[config.mk]
export PLATFORM = sky130hd
export DESIGN_NAME = page_table_walker_flat
export DESIGN_NICKNAME = d
export VERILOG_FILES = /design/src/rtl/mmu_pkg.sv /design/src/rtl/page_table_walker_if.sv /design/src/rtl/pte_decode.sv /design/src/rtl/page_table_walker.sv /design/src/flat_wrapper.sv
export SDC_FILE = /design/constraint.sdc
export NUM_CORES = 1
export LEC_CHECK = 0
export CAP_MARGIN = 30
export CORE_MARGIN = 5
export CORE_UTILIZATION = 40
export CTS_CLUSTER_SIZE = 8
export DETAILED_ROUTE_END_ITERATION = 10
export PLACE_DENSITY = 0.74
export RECOVER_POWER = 100
export SYNTH_ARGS = -nofsm -noshare
export SYNTH_HDL_FRONTEND = slang
export SYNTH_SLANG_ARGS = --single-unit
[constraint.sdc]
create_clock -name clk -period 3.41 [get_ports clk]
set_input_delay 0.5115 -clock clk [delete_from_list [all_inputs] [get_ports clk]]
set_output_delay 0.5115 -clock clk [all_outputs]
set_load 0.02 [all_outputs]
[src/rtl/mmu_pkg.sv]
// Shared Sv48 MMU definitions: permission struct, PTE field positions,
// level/VPN-slice geometry, walker state and PTE classification enums.
package mmu_pkg;

    localparam int VPN_BITS       = 36;
    localparam int PPN_BITS       = 44;
    localparam int EXTENDED_VPN   = 64;
    localparam int EXTENDED_PPN   = 64;
    localparam int OFFSET_BITS    = 12;
    localparam int LEVELS         = 4;
    localparam int VPN_SLICE_BITS = 9;

    localparam int PTE_V       = 0;
    localparam int PTE_R       = 1;
    localparam int PTE_W       = 2;
    localparam int PTE_X       = 3;
    localparam int PTE_PPN_LSB = 10;
    localparam int PTE_PPN_MSB = 53;

    typedef struct packed {
        logic d;
        logic a;
        logic g;
        logic u;
        logic x;
        logic w;
        logic r;
        logic v;
    } tlb_perm_bits;

    typedef enum logic [1:0] {
        ST_IDLE     = 2'd0,
        ST_MEM_REQ  = 2'd1,
        ST_MEM_WAIT = 2'd2,
        ST_RESP     = 2'd3
    } walk_state_t;

    typedef enum logic [1:0] {
        PTE_INVALID    = 2'd0,
        PTE_POINTER    = 2'd1,
        PTE_LEAF       = 2'd2,
        PTE_MISALIGNED = 2'd3
    } pte_kind_t;

    function automatic logic [VPN_SLICE_BITS-1:0] vpn_slice(
        input logic [VPN_BITS-1:0] vpn,
        input logic [1:0]          level
    );
        case (level)
            2'd0:    return vpn[8:0];
            2'd1:    return vpn[17:9];
            2'd2:    return vpn[26:18];
            2'd3:    return vpn[35:27];
            default: return 9'd0;
        endcase
    endfunction

    // PPN bits that a superpage leaf at this level replaces with VA bits
    function automatic logic [PPN_BITS-1:0] superpage_mask(input logic [1:0] level);
        case (level)
            2'd0:    return 44'h000_0000_0000;
            2'd1:    return 44'h000_0000_01FF;
            2'd2:    return 44'h000_0003_FFFF;
            2'd3:    return 44'h000_07FF_FFFF;
            default: return 44'h000_0000_0000;
        endcase
    endfunction

    function automatic logic [EXTENDED_PPN-1:0] pte_addr(
        input logic [PPN_BITS-1:0]       table_ppn,
        input logic [VPN_SLICE_BITS-1:0] index
    );
        return {8'd0, table_ppn, index, 3'd0};
    endfunction

endpackage

[src/rtl/page_table_walker_if.sv]
// TLB-to-walker translation channel plus the walker's PTE memory read port.
interface page_table_walker_if;
    import mmu_pkg::*;

    logic [PPN_BITS-1:0]     satp_ppn;
    logic                    req_valid;
    logic [EXTENDED_VPN-1:0] req_addr;
    logic                    resp_valid;
    logic [EXTENDED_PPN-1:0] resp_addr;
    tlb_perm_bits            resp_perm_bits;
    logic                    mem_req_valid;
    logic [63:0]             mem_req_addr;
    logic                    mem_req_ready;
    logic                    mem_resp_valid;
    logic [63:0]             mem_resp_data;

    modport master (
        output satp_ppn, req_valid, req_addr, mem_req_ready, mem_resp_valid, mem_resp_data,
        input  resp_valid, resp_addr, resp_perm_bits, mem_req_valid, mem_req_addr
    );

    modport slave (
        input  satp_ppn, req_valid, req_addr, mem_req_ready, mem_resp_valid, mem_resp_data,
        output resp_valid, resp_addr, resp_perm_bits, mem_req_valid, mem_req_addr
    );

endinterface

[src/rtl/pte_decode.sv]
// Combinational PTE classification and leaf physical-address composition
// for a PTE fetched at a given walk level.
module pte_decode
    import mmu_pkg::*;
(
    input  logic [63:0]             pte,
    input  logic [1:0]              level,
    input  logic [VPN_BITS-1:0]     vpn,
    output pte_kind_t               kind,
    output logic [PPN_BITS-1:0]     ppn,
    output logic [EXTENDED_PPN-1:0] leaf_addr,
    output tlb_perm_bits            perm
);

    logic [PPN_BITS-1:0] mask_s;
    logic [PPN_BITS-1:0] leaf_ppn_s;
    logic                unused_bits_s;

    assign ppn           = pte[PTE_PPN_MSB:PTE_PPN_LSB];
    assign perm          = pte[7:0];
    assign mask_s        = superpage_mask(level);
    assign leaf_ppn_s    = (ppn & ~mask_s) | ({8'd0, vpn} & mask_s);
    assign leaf_addr     = {{(EXTENDED_PPN-PPN_BITS-OFFSET_BITS){1'b0}}, leaf_ppn_s, {OFFSET_BITS{1'b0}}};
    assign unused_bits_s = ^{pte[63:54], pte[9:8]};

    // Classify; a pointer found at the last level has nowhere to go and is a fault
    always_comb begin
        kind = PTE_INVALID;
        if (!pte[PTE_V] || (!pte[PTE_R] && pte[PTE_W])) begin
            kind = PTE_INVALID;
        end else if (!pte[PTE_R] && !pte[PTE_X]) begin
            if (level == 2'd0) begin
                kind = PTE_INVALID;
            end else begin
                kind = PTE_POINTER;
            end
        end else if ((ppn & mask_s) != 44'd0) begin
            kind = PTE_MISALIGNED;
        end else begin
            kind = PTE_LEAF;
        end
    end

endmodule

[src/rtl/page_table_walker.sv]
// Sv48 page-table walker: translates one VA per request by reading up to
// four PTEs, returning the physical page address and leaf permission bits.
module page_table_walker
    import mmu_pkg::*;
(
    input  logic                clk,
    input  logic                reset,
    page_table_walker_if.slave  bus
);

    walk_state_t             state_r, state_s;
    logic [1:0]              level_r, level_s;
    logic [VPN_BITS-1:0]     vpn_r, vpn_s;
    logic [63:0]             mem_addr_r, mem_addr_s;
    logic [EXTENDED_PPN-1:0] resp_addr_r, resp_addr_s;
    tlb_perm_bits            resp_perm_r, resp_perm_s;

    pte_kind_t               kind_s;
    logic [PPN_BITS-1:0]     next_ppn_s;
    logic [EXTENDED_PPN-1:0] leaf_addr_s;
    tlb_perm_bits            leaf_perm_s;
    logic                    non_canonical_s;
    logic                    unused_req_s;

    assign non_canonical_s = (bus.req_addr[63:47] != 17'h0_0000) &&
                             (bus.req_addr[63:47] != 17'h1_FFFF);
    assign unused_req_s    = ^bus.req_addr[OFFSET_BITS-1:0];

    pte_decode u_pte_decode (
        .pte       (bus.mem_resp_data),
        .level     (level_r),
        .vpn       (vpn_r),
        .kind      (kind_s),
        .ppn       (next_ppn_s),
        .leaf_addr (leaf_addr_s),
        .perm      (leaf_perm_s)
    );

    assign bus.mem_req_valid  = (state_r == ST_MEM_REQ);
    assign bus.resp_valid     = (state_r == ST_RESP);
    assign bus.mem_req_addr   = mem_addr_r;
    assign bus.resp_addr      = resp_addr_r;
    assign bus.resp_perm_bits = resp_perm_r;

    // Walker state and registered outputs
    always_ff @(posedge clk or negedge reset) begin
        if (!reset) begin
            state_r     <= ST_IDLE;
            level_r     <= 2'd0;
            vpn_r       <= '0;
            mem_addr_r  <= 64'd0;
            resp_addr_r <= 64'd0;
            resp_perm_r <= 8'd0;
        end else begin
            state_r     <= state_s;
            level_r     <= level_s;
            vpn_r       <= vpn_s;
            mem_addr_r  <= mem_addr_s;
            resp_addr_r <= resp_addr_s;
            resp_perm_r <= resp_perm_s;
        end
    end

    // Next-state: the PTE is judged in the same cycle its data arrives
    always_comb begin
        state_s     = state_r;
        level_s     = level_r;
        vpn_s       = vpn_r;
        mem_addr_s  = mem_addr_r;
        resp_addr_s = resp_addr_r;
        resp_perm_s = resp_perm_r;
        case (state_r)
            ST_IDLE: begin
                if (bus.req_valid) begin
                    vpn_s   = bus.req_addr[47:12];
                    level_s = 2'(LEVELS - 1);
                    if (non_canonical_s) begin
                        resp_addr_s = 64'd0;
                        resp_perm_s = 8'd0;
                        state_s     = ST_RESP;
                    end else begin
                        mem_addr_s = pte_addr(bus.satp_ppn, vpn_slice(bus.req_addr[47:12], 2'd3));
                        state_s    = ST_MEM_REQ;
                    end
                end else begin
                    state_s = ST_IDLE;
                end
            end
            ST_MEM_REQ: begin
                if (bus.mem_req_ready) begin
                    state_s = ST_MEM_WAIT;
                end else begin
                    state_s = ST_MEM_REQ;
                end
            end
            ST_MEM_WAIT: begin
                if (bus.mem_resp_valid) begin
                    case (kind_s)
                        PTE_POINTER: begin
                            level_s    = level_r - 2'd1;
                            mem_addr_s = pte_addr(next_ppn_s, vpn_slice(vpn_r, level_r - 2'd1));
                            state_s    = ST_MEM_REQ;
                        end
                        PTE_LEAF: begin
                            resp_addr_s = leaf_addr_s;
                            resp_perm_s = leaf_perm_s;
                            state_s     = ST_RESP;
                        end
                        default: begin
                            resp_addr_s = 64'd0;
                            resp_perm_s = 8'd0;
                            state_s     = ST_RESP;
                        end
                    endcase
                end else begin
                    state_s = ST_MEM_WAIT;
                end
            end
            ST_RESP: begin
                state_s = ST_IDLE;
            end
            default: begin
                state_s = ST_IDLE;
            end
        endcase
    end

endmodule

[src/flat_wrapper.sv]
// flat-port wrapper written by rule: the top's interface ports become plain ports
module page_table_walker_flat import mmu_pkg::*;
  (clk, reset, bus_satp_ppn, bus_req_valid, bus_req_addr, bus_mem_req_ready, bus_mem_resp_valid, bus_mem_resp_data, bus_resp_valid, bus_resp_addr, bus_resp_perm_bits, bus_mem_req_valid, bus_mem_req_addr);
  page_table_walker_if bus_i ();
  input  logic clk;
  input  logic reset;
  input wire logic [$bits(bus_i.satp_ppn)-1:0] bus_satp_ppn;
  input wire logic [$bits(bus_i.req_valid)-1:0] bus_req_valid;
  input wire logic [$bits(bus_i.req_addr)-1:0] bus_req_addr;
  input wire logic [$bits(bus_i.mem_req_ready)-1:0] bus_mem_req_ready;
  input wire logic [$bits(bus_i.mem_resp_valid)-1:0] bus_mem_resp_valid;
  input wire logic [$bits(bus_i.mem_resp_data)-1:0] bus_mem_resp_data;
  output wire logic [$bits(bus_i.resp_valid)-1:0] bus_resp_valid;
  output wire logic [$bits(bus_i.resp_addr)-1:0] bus_resp_addr;
  output wire logic [$bits(bus_i.resp_perm_bits)-1:0] bus_resp_perm_bits;
  output wire logic [$bits(bus_i.mem_req_valid)-1:0] bus_mem_req_valid;
  output wire logic [$bits(bus_i.mem_req_addr)-1:0] bus_mem_req_addr;
  assign bus_i.satp_ppn = bus_satp_ppn;
  assign bus_i.req_valid = bus_req_valid;
  assign bus_i.req_addr = bus_req_addr;
  assign bus_i.mem_req_ready = bus_mem_req_ready;
  assign bus_i.mem_resp_valid = bus_mem_resp_valid;
  assign bus_i.mem_resp_data = bus_mem_resp_data;
  assign bus_resp_valid = bus_i.resp_valid;
  assign bus_resp_addr = bus_i.resp_addr;
  assign bus_resp_perm_bits = bus_i.resp_perm_bits;
  assign bus_mem_req_valid = bus_i.mem_req_valid;
  assign bus_mem_req_addr = bus_i.mem_req_addr;
  page_table_walker u_core (.clk(clk), .reset(reset), .bus(bus_i));
endmodule
==> out/qor.yml, run 1 <==
finish:
  regArea_um2: 3628
  fillCellCount: 1618
  diodes: 0
  finalInstanceArea_um2: 10740
  fin_util_pct: 57.42
  multi_input_area_um2: 3391
  nets: 1142
  drive_above_1_share_pct: 12.65
  area_growth_pct: 41.78
  finalNonFillerCells: 1206
synth:
  netlist_area_um2: 7576
  synthCells: 707
  yosysSeqAreaShare_pct: 47.89
  ys.flop_type: "dfrtp_1"
  synthDistinctLibCells: 46
  ys_ff_latch: 145
  synth_edf_count: 0
  synthArstFlopShare_pct: 100.0
  synth.avg_cell_area_um2: 10.72
  ys_warn_count: 0
outcome:
  violations: "capacitance limit, slew limit"
  outcome: "complete, but fails checks"
timing:
  finalClockSkew_ps: 9.625
  rsz0062_at_grt: "no"
  max_slew_margin_pct: -27.30
  min_period_over_period_pct: 88.25
  finalSetupTns_ps: 0
  tightest_slew_ps: 1910
  setup_viol: 0
  layout_setup_ws_ps: 400.8
  hold_violations: 0
  min_period_ps: 3009
  drv_slew: 72
  max_freq_mhz: 332.3
clock_tree:
  worstSkewPairLatency_ps: 410
  cts_resized: 0
  post-cts-setup-buffers: 0
  cts_tree: "built"
  cts-root-buf: "clkbuf_16"
  clk_pin_slew_ps: 60
  clkSinkCount: 145
  cts_buffers: 17
  hold_buffers: 0
  cts-htree-levels: 4
  cts.path.max_buffers: 2
die:
  chipWidth_um: 147.6
  num_rows: 50
  dieArea_um2: 21790
  ioPinCount: 315
  start_util_pct: 40.50
  die_y_um: 147.6
  core_area_um2: 18710
drt:
  drtAntennaViolNets: 0
  num_vias: 5978
  viasPerCell: 4.957
  post_drt_wl_per_cell_um: 18.31
  wl_um: 22090
  post-route-drc-count: 0
  drt-pass1-iter-count: 4
  drt_iter0_drc: 241
critical_path:
  crit_fanout: 32
  crit_start: "bus_req_valid"
  critPathRequiredTime_ps: 3700
  setup.worst_path.end_class: "register"
  r2r_start: "u_core.level_r[0]"
  criticalPathCategory: "primary input to register"
  worst_ep_arrival_time_ps: 3300
  crit_path_start_kind: "primary input"
place:
  place_area_um2: 10230
  pre_cts_slack_ps: 403.2
  place_congestion: 0.7774
  place_inst: 1174
  numPortBuffers: 259
  hpwl_um: 16430
global_routing:
  grt_max_degree: 72
  grt_overflow: 0
  grt_usage_pct: 20.28
  antenna_found_initial: 0
  grt_pass1_wl_um: 34730
  first_global_vias: 6247
run:
  max_cap_violations: 1
pwr:
  p_leak_nw: 5.111
  cellPowerDensity_nw_per_um2: 777.4
  ir_worst_vdd_uv: 414.5
min_path:
  min_from: "u_core.bus.mem_req_addr[41]"
  min_path_type: "register to register"
==> cells in the mapped netlist (2+ instances only) <==
library cell	count	area share, %
buf_8	2	0.40
nand4_1	8	0.66
buf_6	7	1.0
buf_4	37	3.7
dfrtp_1	145	48
nor2_1	32	1.6
o21ai_0	20	1.3
mux2i_1	37	4.9
nor2b_1	2	0.17
clkbuf_1	21	1.0
ha_1	6	0.99
inv_1	21	1.0
nor3_1	6	0.40
mux2_4	26	5.2
a222oi_1	9	1.2
nand3_1	2	0.13
buf_2	2	0.13
a21oi_1	19	1.3
or4_4	2	0.30
a31o_2	2	0.23
mux2_2	55	8.2
mux2_1	37	5.5
nand2b_1	2	0.17
nor4_1	4	0.33
a21bo_2	5	0.66
nand2_1	177	8.8
buf_1	2	0.099
==> metrics by stage <==
| stage | power, W | hold slack, ps |
|---|---|---|
| 6_report | 0.008351 | 477.5 |
| 5_1_grt | 0.008884 | 490.4 |
| 4_1_cts | 0.008664 | 139.7 |
| 3_5_place_dp | 0.006558 | 473.7 |
| 3_3_place_gp | 0.006467 | 466.2 |
| 2_1_floorplan | 0.005066 | 215.9 |
==> layer usage <==
layer / global-route usage (%) / part of all wire (%) / up-vias
met5: 0 / 0 / -
met4: 4.240 / 0.81 / 0
met3: 6.959 / 7.5 / 12
met2: 35.01 / 50 / 194
met1: 24.70 / 42 / 2908
li1: - / - / 2864
==> registers in the layout, summed over array words and instances, names as in the netlist <==
register,count
u_core.bus.mem_req_addr,53
u_core.state_r,2
u_core.vpn_r,36
u_core.level_r,2
u_core.bus.resp_addr,44
u_core.bus.resp_perm_bits,8
==> worst paths after layout <==
kind | slack [ps] | depth (start not counted) | end
hold / removal | 480 | 1 | u_core.bus.mem_req_addr[41]
setup / recovery | 400 | 7 | u_core.bus.resp_addr[13]
min in group asynchronous | 630 | 1 | u_core.bus.resp_addr[48]
setup reg to reg | 430 | 7 | u_core.bus.mem_req_addr[48]
max in group asynchronous | 830 | 2 | u_core.vpn_r[20]
hold reg to reg | 480 | 1 | u_core.bus.mem_req_addr[41]
==> worst max-delay path, stage by stage <==
cell,delay (ps)
dlygate4sd3_1,570
or3b_2,460
a21boi_1,150
a221oi_1,800
nand2_4,70
buf_4,330
mux2_1,380
==> logic make-up (layout without fill, tap and decap cells) <==
kind of cell | Yosys count | in the layout | share of synthesized area (%)
flip-flops | 145 | 145 | 47.89
AND/OR/NAND/NOR | 246 | 246 | 13.97
AO/OA/AOI/OAI | 62 | 62 | 5.962
adder cells (fa/ha/maj) | 6 | 6 | 0.9909
multiplexers | 155 | 155 | 23.72
buffers and inverters | 92 | 327 | 7.416
other | 1 | 31 | 0.04950
==> cell usage in the layout, fill, tap and decap left out, drive strengths merged, types with 20 or more instances in the layout <==
cell type      instances
dlygate4sd3          108
o21ai                 20
inv                   24
clkdlybuf4s50        150
clkbuf                24
nor2                  32
nand2                178
conb                  31
mux2i                 37
mux2                 118
dfrtp                145
==> layout make-up <==
type / count / share of cell area, %
multi-input combinational: 500 / 31.57
clock buffer: 17 / 3.960
timing repair buffer: 274 / 25.09
tap: 234 / 2.726
clock inverter: 15 / 2.143
sequential: 145 / 33.78
inverter: 21 / 0.7338
==> where the power goes <==
part	internal, W	switching, W	total, W	leakage, nW
logic	0.00164	0.00197	0.00361	2.96
registers	0.00229	0.000376	0.00266	1.84
clock network	0.00131	0.000773	0.00208	0.310
No activity file was read; power rests on OpenSTA's default activity.
==> run 2, diff against run 1 <==
GPL_TIMING_DRIVEN = 0   (was default)
==> run 2 against run 1 <==
  * The flow still finishes with violations (capacitance limit, slew limit)
  * Via count rose by 4.1%
  * Core utilization is 1.7 points higher
  * Sequential share of layout area decreased by 0.94 points
  * Wire length is 5.0% higher
  * Clock power down 11%
  * Sequential power about the same
  * Highest routed layer unchanged
==> out/qor.yml, run 2 (synthesized netlist as in run 1, its figures left out) <==
outcome:
  outcome: "complete, but fails checks"
  violations: "capacitance limit, slew limit"
finish:
  largest_reg_flops: 53  # unchanged
  finalNonFillerCells: 1263  # +4.7%
  final_common_cell: "nand2_1"
  area_growth_pct: 45.86
  drive_above_1_share_pct: 14.48  # +1.8 points
  layout_common_cells: "nand2_1, clkdlybuf4s50_1, dfrtp_1"
  diodes: 0  # unchanged
  nets: 1199  # +5.0%
critical_path:
  crit_path_start_kind: "register"
  critPathRequiredTime_ps: 3710  # about the same
  crit_fanout: 10  # -69%
  cpMaxStageDelayCell: "a31oi_4"
  slowest_delay_ps: 490  # -310 ps
  worst_ep_arrival_time_ps: 3390  # +90 ps
  criticalPathCategory: "register to register"
  path_buf_inv: 3  # +1
  crit_path_cell_trace: "inv_1 > ha_1 > buf_2 > nor4_4 > a32oi_1 > a31oi_4 > clkbuf_2 > mux2_2"
  setup.worst_path.end_class: "register"
  cpLargestDelayFamily: "compound AO/OA/AOI/OAI gates"
global_routing:
  grt_overflow: 0  # unchanged
  grt_max_degree: 95  # +32%
  grt_pass1_wl_um: 36200  # +4.2%
  antenna_found_initial: 0  # unchanged
  first_global_vias: 6486  # +3.8%
  grt_usage_pct: 21.22  # +0.95 points
timing:
  rsz0062_at_grt: "no"
  finalClockSkew_ps: 8.358  # -1.267 ps
  min_period_over_period_pct: 90.62  # +2.4 points
  min_period_ps: 3090  # +80.94 ps
  max_freq_mhz: 323.6  # -2.6%
  hold_violations: 0  # unchanged
  max_slew_margin_pct: -72.79  # -45 points
  drv_slew: 52  # -28%
  setup_viol: 0  # unchanged
  tightest_slew_ps: 2592  # +682.3 ps
place:
  numPortBuffers: 259  # unchanged
  place_congestion: 0.7957  # +2.4%
  place_inst: 1231  # +4.9%
  hpwl_um: 17890  # +8.8%
min_path:
  min_path_type: "register to register"
die:
  core_area_um2: 18710  # unchanged
  ioPinCount: 315  # unchanged
  dieArea_um2: 21790  # unchanged
  chipWidth_um: 147.6  # unchanged
  num_rows: 50  # unchanged
  start_util_pct: 40.50  # unchanged
  die_y_um: 147.6  # unchanged
clock_tree:
  cts_tree: "built"
  cts_resized: 0  # unchanged
  clkSinkCount: 145  # unchanged
  clk_pin_slew_ps: 60  # about the same
  cts-root-buf: "clkbuf_16"
  post-cts-setup-buffers: 0  # unchanged
  cts_buffers: 17  # unchanged
  hold_buffers: 0  # unchanged
  cts.path.max_buffers: 2  # unchanged
  cts-htree-levels: 4  # unchanged
  worstSkewPairLatency_ps: 420  # about the same
drt:
  top_layer_used: "met4"
  wl_met1_um: 9625  # +4.0%
  drt-pass1-iter-count: 5  # +1
  num_vias: 6225  # +4.1%
  drtAntennaViolNets: 0  # unchanged
  post_drt_wl_per_cell_um: 18.36  # +0.23%
  post-route-drc-count: 0  # unchanged
  viasPerCell: 4.929  # -0.57%
  wl_um: 23180  # +5.0%
  met3_length_um: 1732  # +4.0%
  met2_length_um: 11410  # +3.8%
  drt_iter0_drc: 210  # -13%
pwr:
  p_total_w: 0.008311  # -0.48%
  p_leak_nw: 5.290  # +3.5%
  ir_worst_vdd_uv: 392.4  # -5.3%
  cellPowerDensity_nw_per_um2: 752.0  # -3.3%
run:
  max_cap_violations: 1  # unchanged
[run 2: changes by cell type in the layout (fill, tap and decap cells not counted), moves of 2 or more]
cell       previous run  this run
buf_6                 0         4
clkinv_2              1         4
buf_1                 0         2
buf_2                 0         2
mux2_1               58        60
buf_8                 0         2
buf_4                 8        31
inv_6                 3         1
bufinv_16             5         2
mux2_4                5         3
clkbuf_1              2        26
[run 2: worst paths after layout]
kind                                              from                           to  slack [ps]  depth (start not counted)
max reg2reg                          u_core.level_r[0]  u_core.bus.mem_req_addr[52]         320                          8
max                                  u_core.level_r[0]  u_core.bus.mem_req_addr[52]         320                          8
max in group asynchronous                        reset             u_core.vpn_r[21]         820                          1
min reg2reg                u_core.bus.mem_req_addr[44]  u_core.bus.mem_req_addr[44]         480                          1
min                        u_core.bus.mem_req_addr[44]  u_core.bus.mem_req_addr[44]         480                          1
min in group asynchronous                        reset     u_core.bus.resp_addr[48]        1090                          1
[run 2: where the power goes]
| part | internal [W] | switching, W |
|---|---|---|
| Sequential | 0.00229 | 0.000382 |
| Combinational | 0.00172 | 0.00206 |
| Clock | 0.00110 | 0.000760 |
[run 2: metal layers]
layer | global-route usage, % | vias up
met3 | 6.530 | 28
met5 | 0 | -
met2 | 36.45 | 236
met4 | 5.965 | 0
li1 | - | 2974
met1 | 25.86 | 2987
[run 2: metrics by stage]
step           hold WS, ps  worst slack, ps  setup TNS, ps  utilization [%]  cell area (um2)
2_1_floorplan        215.9             1054              0                -             7689
3_3_place_gp         467.2            -4327        -625030            56.53            10570
3_5_place_dp         473.7            283.4              0            56.68            10600
4_1_cts              47.71            368.5              0            59.79            11180
5_1_grt              497.0            161.1              0            59.08            11050
6_report             477.6            319.9              0            59.08            11050
[run 2: worst reg2reg max path, cell delays in order (launching register included)]
cell and delay (ps):
dfrtp_1 380, inv_1 140, ha_1 220, buf_2 200, nor4_4 420, a32oi_1 380, a31oi_4 490, clkbuf_2 380
mux2_2 380
[run 2: final cells by class]
| type | instances | area, um2 |
|---|---|---|
| clock inverters | 13 | 137.6 |
| multi-input cells | 500 | 3406 |
| well taps | 234 | 292.8 |
| repair buffers | 260 | 2620 |
| flip-flops and latches | 145 | 3628 |
| plain buffers | 71 | 444.2 |
| inverters | 21 | 78.83 |
| fillers | 1659 | 7655 |
| clock buffers | 19 | 442.9 |
==> run 3, diff against run 2 <==
CORE_UTILIZATION = 44   (was 40)
PLACE_DENSITY = 0.8   (was 0.74)
==> run 3 against run 2 <==
  * Die area is 8.5% lower
  * Critical path type unchanged
  * Via count down 1.1%
  * The run still ends with capacitance limit, slew limit left
  * Clock skew grew 3.6 ps
  * Sequential power hardly changed
  * Non-clock buffer count unchanged
  * Critical endpoint is now u_core.bus.mem_req_addr[16]
==> out/qor.yml, run 3 (synthesized netlist as in run 1, its figures left out) <==
finish:
  drive_above_1_share_pct: 14.97  # +0.49 points
  largest_reg_flops: 53  # unchanged
  layout_common_cells: "nand2_1, clkdlybuf4s50_1, dfrtp_1"
  area_growth_pct: 45.75  # about the same
  finalNonFillerCells: 1254  # -0.71%
  fillCellCount: 1450  # -13%
  final_common_cell: "nand2_1"
  diodes: 0  # unchanged
  nets: 1199  # unchanged
pwr:
  p_int_w: 0.005175  # +1.4%
  p_leak_nw: 5.317  # +0.50%
  combPwrFrac_pct: 45.1  # -0.4 points
  cellPowerDensity_nw_per_um2: 755.5  # +0.47%
  p_sw_w: 0.003167  # -1.2%
  p_clk_share_pct: 22.9  # +0.6 points
  p_total_w: 0.008343  # +0.39%
  seq_power_share_pct: 32.0  # about the same
  ir_worst_vdd_uv: 399.4  # +1.8%
  switching_share_pct: 37.96  # -0.61 points
die:
  chipWidth_um: 141.2  # -4.3%
  start_util_pct: 44.26  # +3.8 points
  die_y_um: 141.2  # -4.3%
  ioPinCount: 315  # unchanged
  dieArea_um2: 19940  # -8.5%
  num_rows: 48  # -4.0%
  core_area_um2: 17120  # -8.5%
drt:
  drt_iter0_drc: 260  # +24%
  post-route-drc-count: 0  # unchanged
  num_vias: 6159  # -1.1%
  wl_um: 22870  # -1.4%
  post_drt_wl_per_cell_um: 18.24  # -0.66%
  drt-pass1-iter-count: 5  # unchanged
  drtAntennaViolNets: 0  # unchanged
  viasPerCell: 4.911  # -0.35%
timing:
  max_freq_mhz: 327.5  # +1.2%
  hold_violations: 0  # unchanged
  min_period_ps: 3053  # -36.73 ps
  tightest_slew_ps: 1855  # -737.1 ps
  finalSetupTns_ps: 0  # unchanged
  finalClockSkew_ps: 11.91  # +3.552 ps
  max_slew_margin_pct: -23.65  # +49 points
  whs_ps: 477.4  # -0.2130 ps
  layout_setup_ws_ps: 356.6  # +36.73 ps
  min_period_over_period_pct: 89.54  # -1.1 points
  drv_slew: 74  # +42%
  rsz0062_at_grt: "no"
  setup_viol: 0  # unchanged
critical_path:
  cpLargestDelayFamily: "compound AO/OA/AOI/OAI gates"
  crit_fanout: 10  # unchanged
  crit_path_start_kind: "register"
  crit_top_cell: "clkbuf_2"
  cpMaxStageDelayCell: "a31oi_4"
  rrSetupSlack_ps: 360  # +40 ps
  criticalPathCategory: "register to register"
  setup.worst_path.end_class: "register"
  crit_path_cell_trace: "inv_1 > ha_1 > clkbuf_2 > nor4_4 > a32oi_1 > a31oi_4 > clkbuf_2 > mux2_2"
  worst_ep_arrival_time_ps: 3360  # -30 ps
  path_buf_inv: 3  # unchanged
  slowest_delay_ps: 510  # +20 ps
  critPathRequiredTime_ps: 3710  # about the same
clock_tree:
  clkSinkCount: 145  # unchanged
  cts.path.max_buffers: 2  # unchanged
  cts-htree-levels: 4  # unchanged
  cts_tree: "built"
  worstSkewPairLatency_ps: 420  # about the same
  cts-root-buf: "clkbuf_16"
  clk_pin_slew_ps: 60  # about the same
  post-cts-setup-buffers: 0  # unchanged
  cts_resized: 0  # unchanged
  hold_buffers: 0  # unchanged
  cts_buffers: 17  # unchanged
run:
  max_cap_violations: 1  # unchanged
global_routing:
  grt_max_degree: 74  # -22%
  first_global_vias: 6452  # -0.52%
  grt_pass1_wl_um: 35380  # -2.2%
  grt_usage_pct: 22.77  # +1.5 points
  antenna_found_initial: 0  # unchanged
  grt_overflow: 0  # unchanged
place:
  pre_cts_slack_ps: 347.7  # +64.32 ps
  hpwl_um: 17500  # -2.2%
  numPortBuffers: 259  # unchanged
  place_inst: 1222  # -0.73%
  place_congestion: 0.8896  # +12%
min_path:
  min_path_type: "register to register"
outcome:
  outcome: "complete, but fails checks"
  violations: "capacitance limit, slew limit"
## run 3: area by class of cell
type | count | area (um2) | area share (%)
Sequential cell | 145 | 3628 | 32.86
Multi-Input combinational cell | 500 | 3402 | 30.81
Timing Repair Buffer | 260 | 2595 | 23.50
Clock buffer | 22 | 464.2 | 4.204
Buffer | 71 | 457.9 | 4.147
Tap cell | 225 | 281.5 | 2.550
Clock inverter | 10 | 133.9 | 1.212
Inverter | 21 | 78.83 | 0.7139
## run 3: per-stage QoR
| step | util [%] | area (um2) |
|---|---|---|
| floorplan | - | 7689 |
| global placement | 61.71 | 10560 |
| detailed placement | 61.88 | 10590 |
| CTS | 65.37 | 11190 |
| global route | 64.51 | 11040 |
| finish | 64.51 | 11040 |
## run 3: power by group through the flow
stage | Combinational (W) | Sequential (W) | Clock, W
after floorplan | 0.00209 | 0.00298 | 0
after global placement | 0.00391 | 0.00268 | 0
after detailed placement | 0.00397 | 0.00271 | 0
after CTS | 0.00399 | 0.00268 | 0.00194
after global routing | 0.00408 | 0.00274 | 0.00202
final | 0.00377 | 0.00267 | 0.00191
## run 3: final timing paths
path,from,endpoint,cells past startpoint
worst max-delay path,u_core.level_r[0],u_core.bus.mem_req_addr[16],8
worst min-delay path,u_core.bus.mem_req_addr[47],u_core.bus.mem_req_addr[47],1
worst max register to register,u_core.level_r[0],u_core.bus.mem_req_addr[16],8
worst min register to register,u_core.bus.mem_req_addr[47],u_core.bus.mem_req_addr[47],1
max in group asynchronous,reset,u_core.bus.resp_addr[31],2
min in group asynchronous,reset,u_core.bus.resp_addr[53],1
## run 3: layer usage
metal | track usage (%) | vias to the layer above | part of all wire [%]
met1 | 28.73 | 2934 | 42
met5 | 0 | - | 0
li1 | - | 2972 | -
met4 | 7.241 | 0 | 2.4
met2 | 37.85 | 220 | 48
met3 | 6.513 | 33 | 7.3
